$ cat config.mk
export PLATFORM = sky130hd
export DESIGN_NAME = cnu_msg_gen_flat
export DESIGN_NICKNAME = d
export VERILOG_FILES = /design/src/rtl/cnu_msg_gen_if.sv /design/src/rtl/cnu_msg_gen.sv /design/src/flat_wrapper.sv
export SDC_FILE = /design/constraint.sdc
export NUM_CORES = 1
export LEC_CHECK = 0
export ABC_AREA = 0
export BUFFER_PORTS_ARGS = -buffer_cell sky130_fd_sc_hd__buf_2
export CAP_MARGIN = 5
export CORE_ASPECT_RATIO = 0.5
export CORE_MARGIN = 1
export CORE_UTILIZATION = 30
export CTS_BUF_LIST = sky130_fd_sc_hd__clkbuf_16
export DETAILED_ROUTE_END_ITERATION = 12
export PLACE_DENSITY_LB_ADDON = 0.3
export SKIP_LAST_GASP = 1
export SYNTH_ARGS = -nofsm -noshare
export SYNTH_HDL_FRONTEND = slang
export SYNTH_SLANG_ARGS = --single-unit
$ cat constraint.sdc
create_clock -name clk -period 3 [get_ports clk]
set_input_delay 0.45 -clock clk [delete_from_list [all_inputs] [get_ports clk]]
set_output_delay 0.45 -clock clk [all_outputs]
set_load 0.02 [all_outputs]
$ cat src/rtl/cnu_msg_gen_if.sv
// Row-load and edge-message handshake bundle for the check-to-variable message generator.
interface cnu_msg_gen_if #(
   parameter int data_w = 9,
   parameter int D      = 7
);
   localparam int idx_w = $clog2(D);

   logic              ld_vld;
   logic              ld_rdy;
   logic [data_w-1:0] min;
   logic [data_w-1:0] min2;
   logic [D-1:0]      min_idx;
   logic [D-1:0]      sign_in;
   logic              out_vld;
   logic              out_rdy;
   logic [data_w-1:0] out_mag;
   logic              out_sign;
   logic [idx_w-1:0]  out_edge;

   modport master (
      output ld_vld, min, min2, min_idx, sign_in, out_rdy,
      input  ld_rdy, out_vld, out_mag, out_sign, out_edge
   );

   modport slave (
      input  ld_vld, min, min2, min_idx, sign_in, out_rdy,
      output ld_rdy, out_vld, out_mag, out_sign, out_edge
   );
endinterface

$ cat src/rtl/cnu_msg_gen.sv
// Edge-serial min-sum check-to-variable message generator: latches one row's
// compressed state and emits D offset-corrected, sign-corrected messages.
module cnu_msg_gen #(
   parameter int data_w = 9,
   parameter int D      = 7,
   parameter int OFFSET = 1
) (
   input logic          clk,
   input logic          rst,
   cnu_msg_gen_if.slave bus
);
   localparam int idx_w = $clog2(D);

   typedef enum logic {IDLE, EMIT} state_t;
   state_t state, state_nxt;

   logic [data_w-1:0] min_q, min2_q;
   logic [D-1:0]      idx_q, sign_q;
   logic              par_q;
   logic [idx_w-1:0]  e, e_nxt;
   logic [data_w-1:0] mag_q;
   logic              sign_o;
   logic [idx_w-1:0]  edge_q;

   logic              ld_fire, xfer, last;
   logic [data_w-1:0] mag_ld, mag_adv;
   logic              sign_ld, sign_adv;

   function automatic logic [data_w-1:0] offset_mag(input logic [data_w-1:0] sel);
      return (sel > data_w'(OFFSET)) ? sel - data_w'(OFFSET) : '0;
   endfunction

   // Edge 0 is built straight from the incoming row so it is ready the cycle after load.
   always_comb begin
      e_nxt    = e + idx_w'(1);
      mag_ld   = offset_mag(bus.min_idx[0] ? bus.min2 : bus.min);
      sign_ld  = (^bus.sign_in) ^ bus.sign_in[0];
      mag_adv  = offset_mag(idx_q[e_nxt] ? min2_q : min_q);
      sign_adv = par_q ^ sign_q[e_nxt];
   end

   always_ff @(posedge clk) begin
      if (rst) state <= IDLE;
      else     state <= state_nxt;
   end

   always_comb begin
      state_nxt = state;
      case (state)
         IDLE: if (ld_fire) state_nxt = EMIT;
         EMIT: if (xfer && last) state_nxt = ld_fire ? EMIT : IDLE;
         default: state_nxt = IDLE;
      endcase
   end

   always_comb begin
      last         = (e == idx_w'(D - 1));
      bus.out_vld  = (state == EMIT);
      xfer         = bus.out_vld && bus.out_rdy;
      bus.ld_rdy   = (state == IDLE) || (state == EMIT && bus.out_rdy && last);
      ld_fire      = bus.ld_vld && bus.ld_rdy;
      bus.out_mag  = mag_q;
      bus.out_sign = sign_o;
      bus.out_edge = edge_q;
   end

   always_ff @(posedge clk) begin
      if (rst) begin
         min_q  <= '0;
         min2_q <= '0;
         idx_q  <= '0;
         sign_q <= '0;
         par_q  <= 1'b0;
         e      <= '0;
         mag_q  <= '0;
         sign_o <= 1'b0;
         edge_q <= '0;
      end else if (ld_fire) begin
         min_q  <= bus.min;
         min2_q <= bus.min2;
         idx_q  <= bus.min_idx;
         sign_q <= bus.sign_in;
         par_q  <= ^bus.sign_in;
         e      <= '0;
         mag_q  <= mag_ld;
         sign_o <= sign_ld;
         edge_q <= '0;
      end else if (xfer && !last) begin
         e      <= e_nxt;
         mag_q  <= mag_adv;
         sign_o <= sign_adv;
         edge_q <= e_nxt;
      end
   end
endmodule
$ cat src/flat_wrapper.sv
// flat-port wrapper written by rule: the top's interface ports become plain ports
module cnu_msg_gen_flat 
#(
   parameter int data_w = 9,
   parameter int D      = 7,
   parameter int OFFSET = 1
)
  (clk, rst, bus_ld_vld, bus_min, bus_min2, bus_min_idx, bus_sign_in, bus_out_rdy, bus_ld_rdy, bus_out_vld, bus_out_mag, bus_out_sign, bus_out_edge);
  cnu_msg_gen_if #(.data_w(data_w), .D(D)) bus_i ();
  input logic clk;
  input logic rst;
  input wire logic [$bits(bus_i.ld_vld)-1:0] bus_ld_vld;
  input wire logic [$bits(bus_i.min)-1:0] bus_min;
  input wire logic [$bits(bus_i.min2)-1:0] bus_min2;
  input wire logic [$bits(bus_i.min_idx)-1:0] bus_min_idx;
  input wire logic [$bits(bus_i.sign_in)-1:0] bus_sign_in;
  input wire logic [$bits(bus_i.out_rdy)-1:0] bus_out_rdy;
  output wire logic [$bits(bus_i.ld_rdy)-1:0] bus_ld_rdy;
  output wire logic [$bits(bus_i.out_vld)-1:0] bus_out_vld;
  output wire logic [$bits(bus_i.out_mag)-1:0] bus_out_mag;
  output wire logic [$bits(bus_i.out_sign)-1:0] bus_out_sign;
  output wire logic [$bits(bus_i.out_edge)-1:0] bus_out_edge;
  assign bus_i.ld_vld = bus_ld_vld;
  assign bus_i.min = bus_min;
  assign bus_i.min2 = bus_min2;
  assign bus_i.min_idx = bus_min_idx;
  assign bus_i.sign_in = bus_sign_in;
  assign bus_i.out_rdy = bus_out_rdy;
  assign bus_ld_rdy = bus_i.ld_rdy;
  assign bus_out_vld = bus_i.out_vld;
  assign bus_out_mag = bus_i.out_mag;
  assign bus_out_sign = bus_i.out_sign;
  assign bus_out_edge = bus_i.out_edge;
  cnu_msg_gen #(.data_w(data_w), .D(D), .OFFSET(OFFSET)) u_core (.clk(clk), .rst(rst), .bus(bus_i));
endmodule
* Yosys cells after proc, flatten, opt, wreduce, memory -nomap -nowiden
Cells that the tools add are included.
Word-level totals: register bits after elaboration 47, latch bits 0, memory bits (writable) 0, ROM bits 0, bits of input ports 36, output and inout bits 15, word-level logic and storage cells 43, memories 0
Operators by class: $add $sub $neg 3, multiply operators 0, div/mod/pow operators 0, magnitude comparators 3, equal/unequal tests 1, shifts and indexed selects 0, mux-type cells 15, bitwise operators 3, reductions and logical operators 9
Operator list (count):
- $mux 9 | 6
- $gt 9x1->1 const B | 2
- $sub 9x1->9 const B | 2
- $reduce_xor 7->1 | 1
- $bmux 1 s3 | 2
- $mux 1 | 6
- $logic_and 1x1->1 | 4
- $lt 3x4->1 const B | 1
- $add 3x1->3 const B | 1
- $eq 3x3->1 const B | 1
- $pmux 1 s2 | 1
- $reduce_bool 2->1 | 1
- $reduce_or 2->1 | 1
- $xor 1x1->1 | 2
- $logic_not 1->1 | 1
- $logic_or 1x1->1 | 1
- $not 1->1 | 1

* Depth between registers and ports, before layout
Gate-level depths: netlist (run 1).
depth in word-level cells 8, gate-level depth with buffers 13, gate-level depth less buffers 11

* Worst setup path before layout (run 1)
Ideal clock, no wire load.
path kind reg-to-reg, start register u_core.e[0], end register u_core.mag_q[4] (netlist: u_core.bus.out_mag[4]), library setup time 0.091 ns, arrival time 3.313 ns, required time 2.909 ns, path slack -0.404 ns, stages on the path, launching flop included 13, path buffers 2, period minus slack after synthesis 3.404 ns, path through dfxtp_1 -> buf_6 -> inv_1 -> ha_1 -> mux2_2 -> a221oi_2 -> nor2_2 -> buf_4 -> mux2_2 -> ha_1 -> o211a_1 -> or4_1 -> a311oi_1
Between the ends: word-level cells in the longest chain between the ends 8, elaborated cells between the ends (all ways) 16, those cells by class 2 x add/sub; 1 x order compare; 1 x eq/ne; 6 x mux; 6 x reduce/logical
RTL lines:
- start, declared | RTL line cnu_msg_gen.sv:20 | logic [idx_w-1:0] e, e_nxt;
- start signal, assigned | RTL line cnu_msg_gen.sv:89 | e <= e_nxt;
- $add 3x1->3 * | RTL line cnu_msg_gen.sv:35 | e_nxt = e + idx_w'(1);
- net u_core.e_nxt[0] | RTL line cnu_msg_gen.sv:20
- $bmux 1 s3 * | RTL line cnu_msg_gen.sv:38 | mag_adv = offset_mag(idx_q[e_nxt] ? min2_q : min_q);
- $mux 1 (implied by the code) * | RTL line cnu_msg_gen.sv:38
- $mux 9 * | RTL line cnu_msg_gen.sv:38
- $sub 9x1->9 / $gt 9x1->1 (equally long branches) | RTL line cnu_msg_gen.sv:30 | return (sel > data_w'(OFFSET)) ? sel - data_w'(OFFSET) : '0;
- $mux 9 * | RTL line cnu_msg_gen.sv:30
- $mux 9 * | RTL line cnu_msg_gen.sv:88 | end else if (xfer && !last) begin
- $mux 9 * | RTL line cnu_msg_gen.sv:78 | end else if (ld_fire) begin
- end signal, assigned | RTL line cnu_msg_gen.sv:85 | mag_q <= mag_ld;
- end signal, assigned | RTL line cnu_msg_gen.sv:90 | mag_q <= mag_adv;
- end, declared | RTL line cnu_msg_gen.sv:21 | logic [data_w-1:0] mag_q;
Mark *: on every way through the listed nets, which the timed path passes. The rest lies on a longest branch. The select of a mux whose other input is x is not followed. A chain may end at the register's enable or synchronous reset.

* Worst setup path in the final report (run 1)
start register u_core.e[1], end register u_core.mag_q[4] (netlist: u_core.bus.out_mag[4])
Between the ends: word-level cells in the longest chain between the ends 8, elaborated cells between the ends (all ways) 16, those cells by class 2 x add/sub; 1 x order compare; 1 x eq/ne; 6 x mux; 6 x reduce/logical
RTL lines (RTL line):
- $add 3x1->3 | cnu_msg_gen.sv:35
- $bmux 1 s3 | cnu_msg_gen.sv:38
- $mux 1 (implied by the code) | cnu_msg_gen.sv:38
- $mux 9 | cnu_msg_gen.sv:38
- $sub 9x1->9 / $gt 9x1->1 (equally long branches) | cnu_msg_gen.sv:30
- $mux 9 | cnu_msg_gen.sv:30
- $mux 9 | cnu_msg_gen.sv:88
- $mux 9 | cnu_msg_gen.sv:78
Several ways; a longest one is shown, not always the timed one. The select of a mux whose other input is x is not followed.

==> flow_summary.toml, run 1 <==
[run_status]
status = "complete, but fails checks"
violations = "design-rule violations"

[placement]
port-buffer-count = 50
gp_congestion = 0.873
dp.final_hpwl_um = 5960
placed_area_sq_um = 3240

[drt]
drt_iter0_drc = 140
wl_per_cell_um = 15.3
ant_nets = 0
via_count = 2717
drc_errors = 2
dr.pass1.iters = 8
routed_via_density = 5.26
wirelength_um = 7920

[final_layout]
area.growth.synth_to_final_pct = 20.7
final_common_cell = "nand2_1"
drive_gt1_frac = 0.213
fin_area_sq_um = 3400
finish.utilization = 0.381
nets = 440
nFillCells = 949
final_cell_mix = "nand2_1, buf_2, dfxtp_1, a21oi_1, nor2_1"
n_antenna_cell = 0

[synth]
synth_edf_count = 0
yosysSeqAreaShare = 0.334
syn-num-nets = 396
synth-warning-count = 0
syn_area_sq_um = 2820
synth-seq-cells = 47
avgSynthCellArea_sq_um = 7.94
netlist-cell-type-count = 59
synth_ff_type = "dfxtp_1"
synthArstFlopShare = 0
syn_inst = 355

[setup_path]
startpoint_type = "flip-flop"
reg2reg_from = "u_core.e[1]"
crit_family = "compound AO/OA/AOI/OAI gates"
r2r_slack_ns = 0.12
path_max_fanout = 6
crit_chain = "ha_4, mux2_4, a221oi_4, nor2_4, mux2_4, ha_4, o211a_1, or4_1, a311oi_1"
crit_arrival_ns = 3.07
slowest_delay_ns = 0.41
required_ns = 3.19
cp_slowest_cell = "or4_1"
worst-path-buf-inv = 0
worstSetupPathType = "reg -> reg"
end_kind = "flip-flop"
rr_worst_depth = 9
r2r_end = "u_core.bus.out_mag[4]"

[sta]
setup_violations = 0
rsz0062_at_grt = "no"
max_freq_ghz = 0.347
slew_headroom = 0.453
tns_ns = 0
report.final.slew_viol_count = 0
hold_slack_ns = 0.397
worst_slew_pin_slew_ns = 0.819
hold_viol_final = 0
fin_skew_ns = 0.00912
fin_crit_sh = 0.959
period_needed_ns = 2.88

[power_and_ir_drop]
seq_power_share = 0.427
p_switching_uw = 512
peakVddDrop_mv = 0.211
p_clk_frac = 0.332
internal_power_uw = 1140
leakage_uw = 0.00136
combPwrFrac = 0.241
power_uw = 1660
sw_frac_of_total = 0.309
powerDensity_nw_per_um2 = 487

[global_route]
grt_pass1_vias = 2511
track_usage = 0.167
grt_pass1_wl_um = 13000
antenna_found_initial = 0
grt_max_degree = 30
grt_overflow = 0

[clock_network]
tritoncts = "built"
cts.reportedPaths.clkPinSlew_ns = 0.07
cts-hold-fix-buffers = 0
clock-sinks = 47
cts_made_buffers = 5
clk_path_buf_depth = 2
h-tree-depth = 2
clock_latency_ns = 0.29
cts_root_buffer = "clkbuf_16"

[die]
die_area_sq_um = 9810
die_y_um = 70.5
core_area_sq_um = 8920
floorplan.initialDensity = 0.316
rows = 24
design.portCount = 51
dieWidth_um = 139

[job]
drv_cap = 0

[hold_path]
whs_endpoint = "u_core.idx_q[2]"
holdCritStartpoint = "bus_min_idx[2]"
hold_path.class = "in -> reg"
holdPathStages = 3
## sequential cells by signal, summed over array words and instances, names as in the netlist
signal               count
u_core.idx_q             7
u_core.bus.out_sign      1
u_core.sign_q            7
u_core.min2_q            9
u_core.e                 3
u_core.bus.out_vld       1
u_core.par_q             1
u_core.bus.out_mag       9
u_core.min_q             9
## routing by layer
metal	track usage	wire, um
met3	0.0345	304
met1	0.228	4000
met2	0.274	3560
met4	0.0370	51
met5	0	0
## power groups by stage
stage,Clock (uW),Sequential (uW),Combinational [uW]
CTS,568,706,397
detailed placement,0,720,394
global placement,0,720,394
floorplan,0,728,262
global route,594,713,440
finish,550,707,399
## worst max-delay path by stage
| stage | startpoint | endpoint | slack [ns] | depth (start not counted) |
|---|---|---|---|---|
| final | u_core.e[1] | u_core.bus.out_mag[4] | 0.12 | 9 |
| after global routing | u_core.e[1] | u_core.bus.out_mag[4] | 0.01 | 10 |
| after CTS | u_core.e[1] | u_core.bus.out_mag[4] | 0.07 | 9 |
| after detailed placement | u_core.e[1] | u_core.bus.out_mag[6] | 0.13 | 10 |
| after global placement | u_core.e[0] | u_core.bus.out_mag[4] | 0.20 | 10 |
| after floorplan | u_core.e[0] | u_core.bus.out_mag[4] | -0.09 | 12 |
## synthesized netlist by cell type, types with 4 or more instances
library cell | count | area share
nand3_1 | 9 | 0.016
dfxtp_1 | 47 | 0.33
xor2_1 | 5 | 0.016
xnor2_1 | 7 | 0.022
nor2_1 | 22 | 0.029
o21bai_1 | 4 | 0.011
a31oi_1 | 7 | 0.016
o21ai_0 | 10 | 0.018
or4_1 | 9 | 0.024
a211oi_1 | 7 | 0.019
nand2_1 | 71 | 0.095
mux2i_1 | 9 | 0.032
mux2_2 | 7 | 0.028
nor4_1 | 5 | 0.011
ha_1 | 5 | 0.022
inv_1 | 5 | 0.0067
nor3_1 | 7 | 0.012
buf_1 | 4 | 0.0053
a21oi_1 | 39 | 0.069
clkbuf_1 | 15 | 0.020
## worst min-delay path, delay by kind of cell
family          cells  cell delay, ns
buf+inv             1            0.10
compound gates      1            0.05
simple gates        1            0.05
## metrics by stage
stage | std cells | setup WS, ns
after floorplan | 355 | -0.0870
after global placement | 508 | 0.202
after detailed placement | 508 | 0.126
after CTS | 516 | 0.0719
after global routing | 517 | 0.00999
final | 517 | 0.122
## timing repair
action,4_1_cts,5_1_grt
setup endpoints to repair,0,2
setup buffers,0,1
resized for setup,0,2
## cells by family (layout without fill, tap and decap cells)
logic type | after synthesis | in the layout | synth area share
simple gates | 146 | 146 | 0.247
compound gates | 97 | 97 | 0.224
flops | 47 | 47 | 0.334
buf+inv | 27 | 72 | 0.0404
mux | 19 | 19 | 0.0799
xor+xnor | 14 | 14 | 0.0533
fa+ha+maj | 5 | 5 | 0.0222
## layout make-up
type                       count  area, sq um  area share
multi-input combinational    281         1830       0.538
sequential                    47          945       0.278
timing repair buffer          59          318      0.0934
tap                          117          146      0.0430
clock buffer                   5          125      0.0368
clock inverter                 3         20.0     0.00588
inverter                       5         18.8     0.00552
Power figures use the tool's default switching activity.
==> run 2, diff against run 1 <==
Settings changed: CORE_UTILIZATION 30 to 32, GPL_TIMING_DRIVEN from default to 0.
==> flow_summary.toml, run 2 (same netlist as run 1, synthesis figures left out) <==
[die]
die_area_sq_um = 9210
floorplan.initialDensity = 0.341
dieWidth_um = 135
design.portCount = 51
rows = 23
core_area_sq_um = 8260
die_y_um = 68.4

[global_route]
grt_max_degree = 17
grt_pass1_vias = 2501
grt_pass1_wl_um = 12900
antenna_found_initial = 0
grt_overflow = 0
track_usage = 0.185

[run_status]
violations = "negative setup slack"
status = "complete, but fails checks"

[clock_network]
clock-sinks = 47
cts.reportedPaths.clkPinSlew_ns = 0.07
clk_path_buf_depth = 2
cts_root_buffer = "clkbuf_16"
tritoncts = "built"
h-tree-depth = 2
cts_made_buffers = 5
clock_latency_ns = 0.30
cts-hold-fix-buffers = 0

[setup_path]
end_kind = "flip-flop"
slowest_delay_ns = 0.43
rr_worst_depth = 11
r2r_end = "u_core.bus.out_mag[4]"
path_max_fanout = 6
cp_slowest_cell = "or4_4"
crit_chain = "buf_8, inv_2, ha_4, mux2_4, a221oi_4, nor2_4, mux2_4, ha_4, o211a_4, or4_4, a311oi_2"
crit_arrival_ns = 3.25
r2r_slack_ns = -0.05
required_ns = 3.20
reg2reg_from = "u_core.e[0]"
startpoint_type = "flip-flop"
worstSetupPathType = "reg -> reg"

[final_layout]
final_common_cell = "nand2_1"
finish.utilization = 0.426
area.growth.synth_to_final_pct = 24.8
fin_area_sq_um = 3520
drive_gt1_frac = 0.216
nets = 461
n_antenna_cell = 0
stdcell_count = 533
final_cell_mix = "nand2_1, buf_2, dfxtp_1, a21oi_1, nor2_1"

[drt]
via_count = 2823
wl_met3_um = 283
wl_per_cell_um = 15.5
routed_via_density = 5.30
wirelength_um = 8250
dr.pass1.iters = 4
ant_nets = 0
highest_layer = "met4"
met1_length_um = 4120
drc_errors = 0
drt_iter0_drc = 207
dr_wl_met2_um = 3770

[hold_path]
holdPathStages = 3
hold_path.class = "in -> reg"
whs_endpoint = "u_core.idx_q[2]"
holdCritStartpoint = "bus_min_idx[2]"

[sta]
worst_slew_pin_slew_ns = 0.630
fin_ws_ns = -0.0550
slew_headroom = 0.580
rsz0062_at_grt = "yes"
fin_crit_sh = 1.02
report.final.slew_viol_count = 0
hold_viol_final = 0
setup_violations = 1
max_freq_ghz = 0.327
fin_skew_ns = 0.00559
period_needed_ns = 3.05

[power_and_ir_drop]
combPwrFrac = 0.247
sw_frac_of_total = 0.309
p_switching_uw = 544
powerDensity_nw_per_um2 = 500
leakage_uw = 0.00140
peakVddDrop_mv = 0.249
p_clk_frac = 0.355
seq_power_share = 0.398
internal_power_uw = 1220
power_uw = 1760

[placement]
placed_area_sq_um = 3260
placed_cells = 517
pre_cts_ws_ns = -0.367
gp_congestion = 0.897
dp.final_hpwl_um = 6300
port-buffer-count = 50

[job]
drv_cap = 0
## run 2: per-stage QoR
step | hold WS, ns | TNS (ns)
floorplan | 0.433 | -0.0870
global placement | 0.442 | -1.54
detailed placement | 0.444 | -1.46
CTS | 0.391 | 0
global route | 0.392 | -0.305
finish | 0.389 | -0.0550
## run 2: what timing repair did
action | in CTS | in global routing
gates cloned | 0 | 0
gates resized for setup | 4 | 3
setup buffers | 5 | 4
pin swaps | 5 | 5
setup endpoints to repair | 7 | 6
## run 2: area by class of cell
type	instances	area, sq um
buffer	21	91.3
clock buffer	6	150
clock inverter	2	17.5
fill	819	4740
inverter	5	18.8
multi-input combinational	281	1840
sequential	47	945
tap	112	140
timing repair buffer	59	318
## run 2: worst max path at each step
stage,start,endpoint,slack (ns),depth (start not counted)
after global routing,u_core.e[0],u_core.bus.out_mag[4],-0.12,11
after global placement,u_core.e[0],u_core.bus.out_mag[6],-0.37,13
after CTS,u_core.e[0],u_core.bus.out_mag[4],0.003,11
final,u_core.e[0],u_core.bus.out_mag[4],-0.05,11
after detailed placement,u_core.e[0],u_core.bus.out_mag[6],-0.37,13
after floorplan,u_core.e[0],u_core.bus.out_mag[4],-0.09,12
## run 2: worst max-delay path, delay by kind of cell (launching register included)
kind	cells	cell delay [ns]
AO/OA/AOI/OAI	3	0.85
multiplexers	2	0.63
adder cells (fa/ha/maj)	2	0.45
buffers and inverters	2	0.12
flip-flops	1	0.36
AND/OR/NAND/NOR	2	0.55
## run 2: power groups by stage
stage / Sequential [uW] / Clock [uW] / Combinational, uW
after floorplan: 728 / 0 / 262
after global placement: 714 / 0 / 406
after detailed placement: 715 / 0 / 407
after CTS: 700 / 628 / 420
after global routing: 707 / 656 / 479
final: 701 / 624 / 434
## run 2: layer usage
layer | vias to the layer above | global-route usage
met5 | - | 0
li1 | 1427 | -
met3 | 7 | 0.0326
met1 | 1342 | 0.252
met4 | 0 | 0.0463
met2 | 47 | 0.305
==> run 3, diff against run 2 <==
Settings changed: CORE_MARGIN 1 to 2.
==> flow_summary.toml, run 3 (same netlist as run 1, synthesis figures left out) <==
[run_status]
status = "finished, final reports clean"

[setup_path]
crit_arrival_ns = 3.09
end_kind = "flip-flop"
worstSetupPathType = "reg -> reg"
required_ns = 3.20
reg2reg_from = "u_core.e[1]"
startpoint_type = "flip-flop"
r2r_slack_ns = 0.12
rr_worst_depth = 9
cp_slowest_cell = "xnor2_1"
slowest_delay_ns = 0.42
crit_chain = "ha_1, xnor2_1, nor2b_4, nor2_4, mux2_4, ha_4, o211a_4, or4_4, a311oi_1"
crit_family = "simple AND/OR/NAND/NOR gates"
r2r_end = "u_core.bus.out_mag[4]"
path_max_fanout = 5
worst-path-buf-inv = 0

[power_and_ir_drop]
sw_frac_of_total = 0.301
p_clk_frac = 0.360
powerDensity_nw_per_um2 = 507
combPwrFrac = 0.244
power_uw = 1770
leakage_uw = 0.00138
p_switching_uw = 533
internal_power_uw = 1240
peakVddDrop_mv = 0.218
seq_power_share = 0.396

[sta]
fin_crit_sh = 0.960
report.final.slew_viol_count = 0
period_needed_ns = 2.88
max_freq_ghz = 0.347
rsz0062_at_grt = "no"
setup_violations = 0
hold_viol_final = 0
hold_slack_ns = 0.387
fin_skew_ns = 0.00317
worst_slew_pin_slew_ns = 0.621
slew_headroom = 0.581

[clock_network]
h-tree-depth = 2
cts.reportedPaths.clkPinSlew_ns = 0.07
clock_latency_ns = 0.29
tritoncts = "built"
cts_root_buffer = "clkbuf_16"
cts_made_buffers = 5
clock-sinks = 47
clk_path_buf_depth = 2

[die]
rows = 24
die_area_sq_um = 9620
core_area_sq_um = 8620
floorplan.initialDensity = 0.327
die_y_um = 70.4
design.portCount = 51
dieWidth_um = 137

[final_layout]
final_cell_mix = "nand2_1, buf_2, dfxtp_1, a21oi_1, nor2_1"
n_antenna_cell = 0
area.growth.synth_to_final_pct = 24.1
fin_area_sq_um = 3500
drive_gt1_frac = 0.211
nets = 458
final_common_cell = "nand2_1"
stdcell_count = 535

[global_route]
antenna_found_initial = 0
grt_max_degree = 16
grt_overflow = 0
track_usage = 0.182
grt_pass1_vias = 2674
grt_pass1_wl_um = 13700

[drt]
ant_nets = 0
drc_errors = 0
dr.pass1.iters = 4
wl_per_cell_um = 15.4
routed_via_density = 5.26
wirelength_um = 8230
via_count = 2812
drt_iter0_drc = 133

[placement]
port-buffer-count = 50
gp_congestion = 0.928
placed_cells = 522
dp.final_hpwl_um = 6370
placed_area_sq_um = 3270

[job]
drv_cap = 0

[hold_path]
holdCritStartpoint = "bus_ld_vld"
hold_path.class = "in -> reg"
holdPathStages = 3
whs_endpoint = "u_core.bus.out_vld"
run 3: through the flow:
stage	setup TNS (ns)	util	setup WS, ns
floorplan	-0.0870	-	-0.0870
finish	0	0.406	0.119
global route	0	0.406	0.0106
global placement	-1.43	0.379	-0.287
detailed placement	-1.43	0.379	-0.302
CTS	0	0.406	0.0659
run 3: worst max-delay path by stage:
stage	cells after the start	end	from	slack, ns
floorplan	12	u_core.bus.out_mag[4]	u_core.e[0]	-0.09
global placement	13	u_core.bus.out_mag[6]	u_core.e[0]	-0.29
detailed placement	13	u_core.bus.out_mag[6]	u_core.e[0]	-0.30
CTS	11	u_core.bus.out_mag[4]	u_core.e[0]	0.07
global route	9	u_core.bus.out_mag[4]	u_core.e[1]	0.01
finish	9	u_core.bus.out_mag[4]	u_core.e[1]	0.12
run 3: routing by layer:
layer | vias up | wire length [um] | global-route usage | share of wire
met3 | 11 | 274 | 0.0334 | 0.033
met2 | 45 | 3680 | 0.289 | 0.45
met1 | 1338 | 4180 | 0.255 | 0.51
li1 | 1418 | - | - | -
met4 | 0 | 99 | 0.0394 | 0.012
met5 | - | 0 | 0 | 0
run 3: what timing repair did:
item	CTS	global route
gates resized for setup	5	4
cloned	0	0
endpoints found under the setup margin	7	5
setup buffers	7	1
pin swaps	4	2
hold buffers	0	0
run 3: area by class of cell:
| type | instances | area (sq um) |
|---|---|---|
| fillers | 906 | 5120 |
| multi-input cells | 281 | 1840 |
| flip-flops and latches | 47 | 945 |
| repair buffers | 58 | 310 |
| well taps | 117 | 146 |
| clock buffers | 5 | 125 |
| plain buffers | 19 | 73.8 |
| clock inverters | 3 | 41.3 |
| inverters | 5 | 18.8 |
run 3: tightest hold or removal path, stage by stage:
cell,delay (ns)
buf_2,0.09
a21oi_1,0.04
nor2_1,0.06
run 3: power groups by stage:
stage | combinational [uW] | sequential (uW) | clock, uW
after global routing | 478 | 708 | 673
after global placement | 406 | 715 | 0
after CTS | 426 | 701 | 645
after floorplan | 262 | 728 | 0
final | 432 | 702 | 639
after detailed placement | 408 | 715 | 0
